===== src/rtl/minmax_reduce_int.sv =====
// minmax_reduce_int
// Streaming signed min/max reduction. Elements arrive one per cycle over a
// valid/ready interface until in_last. The block then presents the packet's
// extreme value, the index of its first occurrence and the element count,
// and holds them until the downstream takes the result.
//
// Element count and index saturate at 2^IDX_W-1. A sticky overflow flag marks
// packets longer than that. Elements past saturation are still compared, and a
// late replacement records the saturated index.

module minmax_reduce_int #(
    parameter int WIDTH     = 64,
    parameter int IDX_W     = 16,
    parameter int IMPL_TYPE = 0
) (
    input  logic             clk,
    input  logic             rst_n,
    input  logic             mode,
    input  logic             in_valid,
    output logic             in_ready,
    input  logic [WIDTH-1:0] in_data,
    input  logic             in_last,
    output logic             out_valid,
    input  logic             out_ready,
    output logic [WIDTH-1:0] out_data,
    output logic [IDX_W-1:0] out_idx,
    output logic [IDX_W-1:0] out_count,
    output logic             out_ovf
);

    typedef enum logic [1:0] {
        S_IDLE  = 2'd0,
        S_ACCUM = 2'd1,
        S_DONE  = 2'd2
    } state_t;

    localparam logic [IDX_W-1:0] CNT_MAX = '1;
    localparam logic [IDX_W-1:0] CNT_ONE = IDX_W'(1);

    state_t           r_state;
    logic [WIDTH-1:0] r_best;
    logic [IDX_W-1:0] r_best_idx;
    logic [IDX_W-1:0] r_cnt;
    logic             r_ovf;
    logic             r_mode;
    logic             r_in_ready;
    logic             r_out_valid;

    logic             w_accept;
    logic             w_cnt_sat;
    logic [WIDTH-1:0] w_cmp_a;
    logic [WIDTH-1:0] w_cmp_b;
    logic             w_replace;

    assign w_accept  = in_valid & r_in_ready;
    assign w_cnt_sat = (r_cnt == CNT_MAX);

    // The comparator always answers "a > b". In min mode the question is
    // "best > new", and in max mode it is "new > best". Equality never
    // replaces, so the first occurrence wins ties.
    assign w_cmp_a = r_mode ? in_data : r_best;
    assign w_cmp_b = r_mode ? r_best  : in_data;

    // Full-width signed greater-than. The variants are functionally identical.
    // They let the reduction be benchmarked against different comparator
    // structures.
    generate
        if (IMPL_TYPE == 1) begin : g_cmp_offset
            // Flipping the sign bit maps two's complement onto offset binary.
            // An unsigned compare then orders the values correctly.
            logic [WIDTH-1:0] w_a_ofs;
            logic [WIDTH-1:0] w_b_ofs;
            assign w_a_ofs   = {~w_cmp_a[WIDTH-1], w_cmp_a[WIDTH-2:0]};
            assign w_b_ofs   = {~w_cmp_b[WIDTH-1], w_cmp_b[WIDTH-2:0]};
            assign w_replace = (w_a_ofs > w_b_ofs);
        end else if (IMPL_TYPE == 2) begin : g_cmp_sub
            // b - a is evaluated one bit wider so it cannot overflow. It is
            // negative exactly when a > b.
            logic [WIDTH:0] w_diff;
            assign w_diff    = {w_cmp_b[WIDTH-1], w_cmp_b} - {w_cmp_a[WIDTH-1], w_cmp_a};
            assign w_replace = w_diff[WIDTH];
        end else begin : g_cmp_native
            assign w_replace = ($signed(w_cmp_a) > $signed(w_cmp_b));
        end
    endgenerate

    // Packet FSM: load on the first beat, fold later beats into the running
    // extreme, then hold the result until it is taken.
    // NOTE: every register here is assigned with <= so all of them update
    // together from pre-edge values. Using = would make later statements see
    // half-updated state.
    always_ff @(posedge clk) begin
        if (!rst_n) begin
            // NOTE: the data registers are reset too, not just the state
            // bits. The result bus then reads as zero after reset instead of
            // showing a stale or unknown value.
            r_state     <= S_IDLE;
            r_best      <= '0;
            r_best_idx  <= '0;
            r_cnt       <= '0;
            r_ovf       <= 1'b0;
            r_mode      <= 1'b0;
            r_in_ready  <= 1'b1;
            r_out_valid <= 1'b0;
        end else begin
            case (r_state)
                S_IDLE: begin
                    if (w_accept) begin
                        r_best     <= in_data;
                        r_best_idx <= '0;
                        r_cnt      <= CNT_ONE;
                        r_ovf      <= 1'b0;
                        r_mode     <= mode;
                        if (in_last) begin
                            r_state     <= S_DONE;
                            r_in_ready  <= 1'b0;
                            r_out_valid <= 1'b1;
                        end else begin
                            r_state <= S_ACCUM;
                        end
                    end
                end

                S_ACCUM: begin
                    if (w_accept) begin
                        // r_cnt is the index of the current element. Once it
                        // saturates, it is also the index a late winner records.
                        if (w_replace) begin
                            r_best     <= in_data;
                            r_best_idx <= r_cnt;
                        end
                        if (w_cnt_sat) begin
                            r_ovf <= 1'b1;
                        end else begin
                            r_cnt <= r_cnt + CNT_ONE;
                        end
                        if (in_last) begin
                            r_state     <= S_DONE;
                            r_in_ready  <= 1'b0;
                            r_out_valid <= 1'b1;
                        end
                    end
                end

                S_DONE: begin
                    if (out_ready) begin
                        r_state     <= S_IDLE;
                        r_in_ready  <= 1'b1;
                        r_out_valid <= 1'b0;
                    end
                end

                default: begin
                    r_state     <= S_IDLE;
                    r_in_ready  <= 1'b1;
                    r_out_valid <= 1'b0;
                end
            endcase
        end
    end

    assign in_ready  = r_in_ready;
    assign out_valid = r_out_valid;
    assign out_data  = r_best;
    assign out_idx   = r_best_idx;
    assign out_count = r_cnt;
    assign out_ovf   = r_ovf;

endmodule

===== config.mk =====
export PLATFORM = sky130hd
export DESIGN_NAME = minmax_reduce_int
export DESIGN_NICKNAME = d
export VERILOG_FILES = /design/src/rtl/minmax_reduce_int.sv
export SDC_FILE = /design/constraint.sdc
export NUM_CORES = 1
export LEC_CHECK = 0
export ABC_AREA = 1
export BUFFER_PORTS_ARGS = -buffer_cell sky130_fd_sc_hd__clkbuf_2
export CORE_ASPECT_RATIO = 0.5
export CORE_MARGIN = 4
export CORE_UTILIZATION = 41
export DETAILED_ROUTE_END_ITERATION = 10
export MAX_ROUTING_LAYER = met4
export PLACE_DENSITY = 0.64
export SYNTH_ARGS = -nofsm -noshare
export SYNTH_HDL_FRONTEND = slang
export SYNTH_SLANG_ARGS = --single-unit

===== constraint.sdc =====
create_clock -name clk -period 6.4 [get_ports clk]
set_input_delay 1.6 -clock clk [delete_from_list [all_inputs] [get_ports clk]]
set_output_delay 1.6 -clock clk [all_outputs]
set_load 0.01 [all_outputs]

==> flow_summary.yaml <==
layout:
  multi_input_comb_area_mm2: 0.00432
  area.growth.synth_to_final_pct: 16.8
  layout.area.seq_mm2: 0.00205
  final_net_count: 1496
  final_layout_size_suffix_gt1_frac: 0.140
  final_cell_area_mm2: 0.00851
  antenna-diode-count: 0
  layout.filler_cells: 1869
global_routing:
  grt_antenna_before_repair: 0
  groute.usage.overall: 0.186
  global_route.overflow_total: 0
  first_global_vias: 6599
  grt_first_pass_wirelength_um: 30100
  pin_count_of_the_biggest_net_entering_global_routing: 159
cts:
  cts_buffers: 9
  cts_max_path_buffers: 2
  clock_insertion_delay_at_the_later_pin_of_the_skew_report_ps: 360
  clock_h_tree_levels: 3
  postCtsSetupBuffers: 0
  number_of_gates_given_a_new_drive_strength_after_cts: 0
  cts_hold_buffers: 0
  path_clk_slew_ps: 80
  cts_root_buffer: "clkbuf_16"
  cts_tree: "built"
  cts_sinks: 102
floorplanning:
  dieHeight_um: 102
  floorplan.core_area_mm2: 0.0174
  core.rowCount: 34
  floorplan.initialDensity: 0.419
  die_width_um: 196
  pin_count: 169
  die-area_mm2: 0.0201
logic_synthesis:
  yosysMostFrequentCell: "nand2_1"
  edff_count_synth: 0
  synth_ff_type: "dfxtp_1"
  synth_cell_type_count: 30
  postSynthAreaPerCell_um2: 5.90
  synth_seq_area_share: 0.280
  yosys-top-cells-count: "411 x nand2_1, 204 x nor2_1, 174 x inv_1"
  yosys-top-cells-area: "dfxtp_1 28%, nand2_1 21%, ha_1 11%"
  yosysTopAreaCellShare: 0.280
  total_number_of_yosys_warnings: 0
  syn_area_mm2: 0.00728
  ys_ff_latch: 102
  synthArstFlopShare: 0
  synth_nets: 1369
  postSynthCellCount: 1235
  cell_taking_the_most_area_after_synthesis: "dfxtp_1"
power_and_ir_drop:
  p_comb_frac: 0.418
  clock_power_share: 0.231
  max-vdd-ir-drop_mv: 0.140
  power_report.internal_total_mw: 1.41
  switching_share: 0.416
  power.leakage_nw: 4.54
  power-per-cell-area_mw_per_mm2: 284
  p_seq_frac: 0.351
  p_sw_mw: 1.00
sta:
  slew_violations: 0
  max_frequency_mhz: 217
  final_period_minus_worst_setup_slack_ps: 4600
  fin_worst_hold_slack_ps: 469
  fin_setup_tns_ps: 0
  hold_viol_final: 0
  min_period_over_period: 0.719
  grt_setup_unrepaired: "no"
  layout_setup_ws_ps: 1800
  relSlewSlack: 0.341
  setup_viol: 0
  worst-slew-pin-transition_ps: 989
  clock_skew_ps: 10.8
flow_run:
  max-cap-violations: 0
drt:
  remaining_drc_errors: 0
  detailedRoute.firstPassIterationCount: 6
  routed_vias: 7409
  detail_route.vias_per_cell: 4.63
  routed-wl-met2_um: 8200
  avgRoutedWirePerCell_um: 11.3
  detail-route-antenna-nets: 0
  wl_met3_um: 837
  routed_wirelength_um: 18100
  route.layer.met1.wl_um: 8920
  initialDrtViolationCount: 333
  highest_layer: "met4"
worst_setup_path:
  timing.setup.critical_path_class: "reg2reg"
  worst_r2r_startpoint: "r_mode"
  timing.critical_path.from: "r_mode"
  path_max_fanout: 158
  worst_setup_path_end_kind: "register"
  timing.critical_path.from_type: "register"
  cp_data_required_time_ps: 6650
  worst-endpoint-arrival_ps: 4850
placement:
  postPlaceCellArea_mm2: 0.00821
  routabilityCongestion: 0.809
  portBuffers: 168
  hpwlAfterDp_um: 13500
  dp_slack_ps: 1460
run_status:
  outcome: "completed"
min_path:
  worstHoldPathType: "reg2reg"
  min-delay-start: "out_valid"
## layer usage
layer | global-route usage | vias up
met5 | - | -
met4 | 0.0257 | 0
met3 | 0.0438 | 11
met2 | 0.311 | 105
met1 | 0.237 | 3238
li1 | - | 4055
## power groups by stage
| stage | sequential (mW) | combinational, mW | clock, mW |
|---|---|---|---|
| after floorplan | 0.886 | 0.715 | 0 |
| after global placement | 0.861 | 0.999 | 0 |
| after detailed placement | 0.865 | 1.02 | 0 |
| after CTS | 0.850 | 1.03 | 0.578 |
| after global routing | 0.868 | 1.20 | 0.600 |
| final | 0.848 | 1.01 | 0.559 |
## state kept, by name, indices dropped and copies added (netlist names)
signal and cells:
out_data 64, in_ready 1, out_valid 1, out_count 16
out_ovf 1, r_state 2, r_mode 1, out_idx 16
## placed cells by master (no fill, tap or decap), types with 3 or more instances in the layout
| master | netlist | final |
|---|---|---|
| nand3b_1 | 4 | 4 |
| a21oi_1 | 34 | 34 |
| a31oi_1 | 3 | 3 |
| nand2_1 | 411 | 411 |
| a21o_1 | 4 | 4 |
| inv_1 | 174 | 174 |
| a211oi_1 | 3 | 3 |
| nor2_1 | 204 | 204 |
| clkbuf_2 | 0 | 167 |
| dfxtp_1 | 102 | 101 |
| ha_1 | 64 | 64 |
| clkbuf_16 | 0 | 9 |
| o21ai_0 | 138 | 138 |
| nand4_1 | 8 | 8 |
| nand3_1 | 11 | 11 |
| o21bai_1 | 3 | 3 |
## logic make-up (layout without fill, tap and decap cells)
group,after synthesis,in the layout,synth area share
simple gates,646,646,0.345
xor+xnor,2,2,0.00241
buf+inv,231,363,0.126
compound gates,190,190,0.136
fa+ha+maj,64,64,0.110
flops,102,102,0.280
## per-stage QoR
step | total power [mW] | utilization | std cells
after detailed placement | 1.89 | 0.472 | 1585
after floorplan | 1.60 | - | 1235
final | 2.42 | 0.489 | 1601
after global placement | 1.86 | 0.472 | 1585
after CTS | 2.46 | 0.489 | 1601
after global routing | 2.67 | 0.489 | 1601
## critical path, cell delays in order, from the launching register on
cell,delay (ps)
dfxtp_4,860
buf_12,480
o21ai_0,190
ha_1,330
nand2_1,70
nor2_1,170
nand4_1,110
nor2_1,310
nand2_1,70
o21bai_1,210
nand3_1,140
nand3_4,150
nand2_4,760
buf_12,340
nand2_1,90
nand2_1,70
nor2_1,50
## final cells by class
cell class,instances,share of cell area
multi-input combinational,902,0.508
clock buffer,10,0.0269
timing repair buffer,170,0.104
clock inverter,6,0.00794
tap,234,0.0344
inverter,177,0.0781
sequential,102,0.241
## worst paths after layout
path                                endpoint  slack [ps]  cells after the start
worst max-delay path            out_data[15]        1800                     16
worst max register to register  out_data[15]        1800                     16
worst min-delay path               out_valid         470                      2
worst min register to register     out_valid         470                      2
Note: power is estimated with default switching activity, not from simulation.
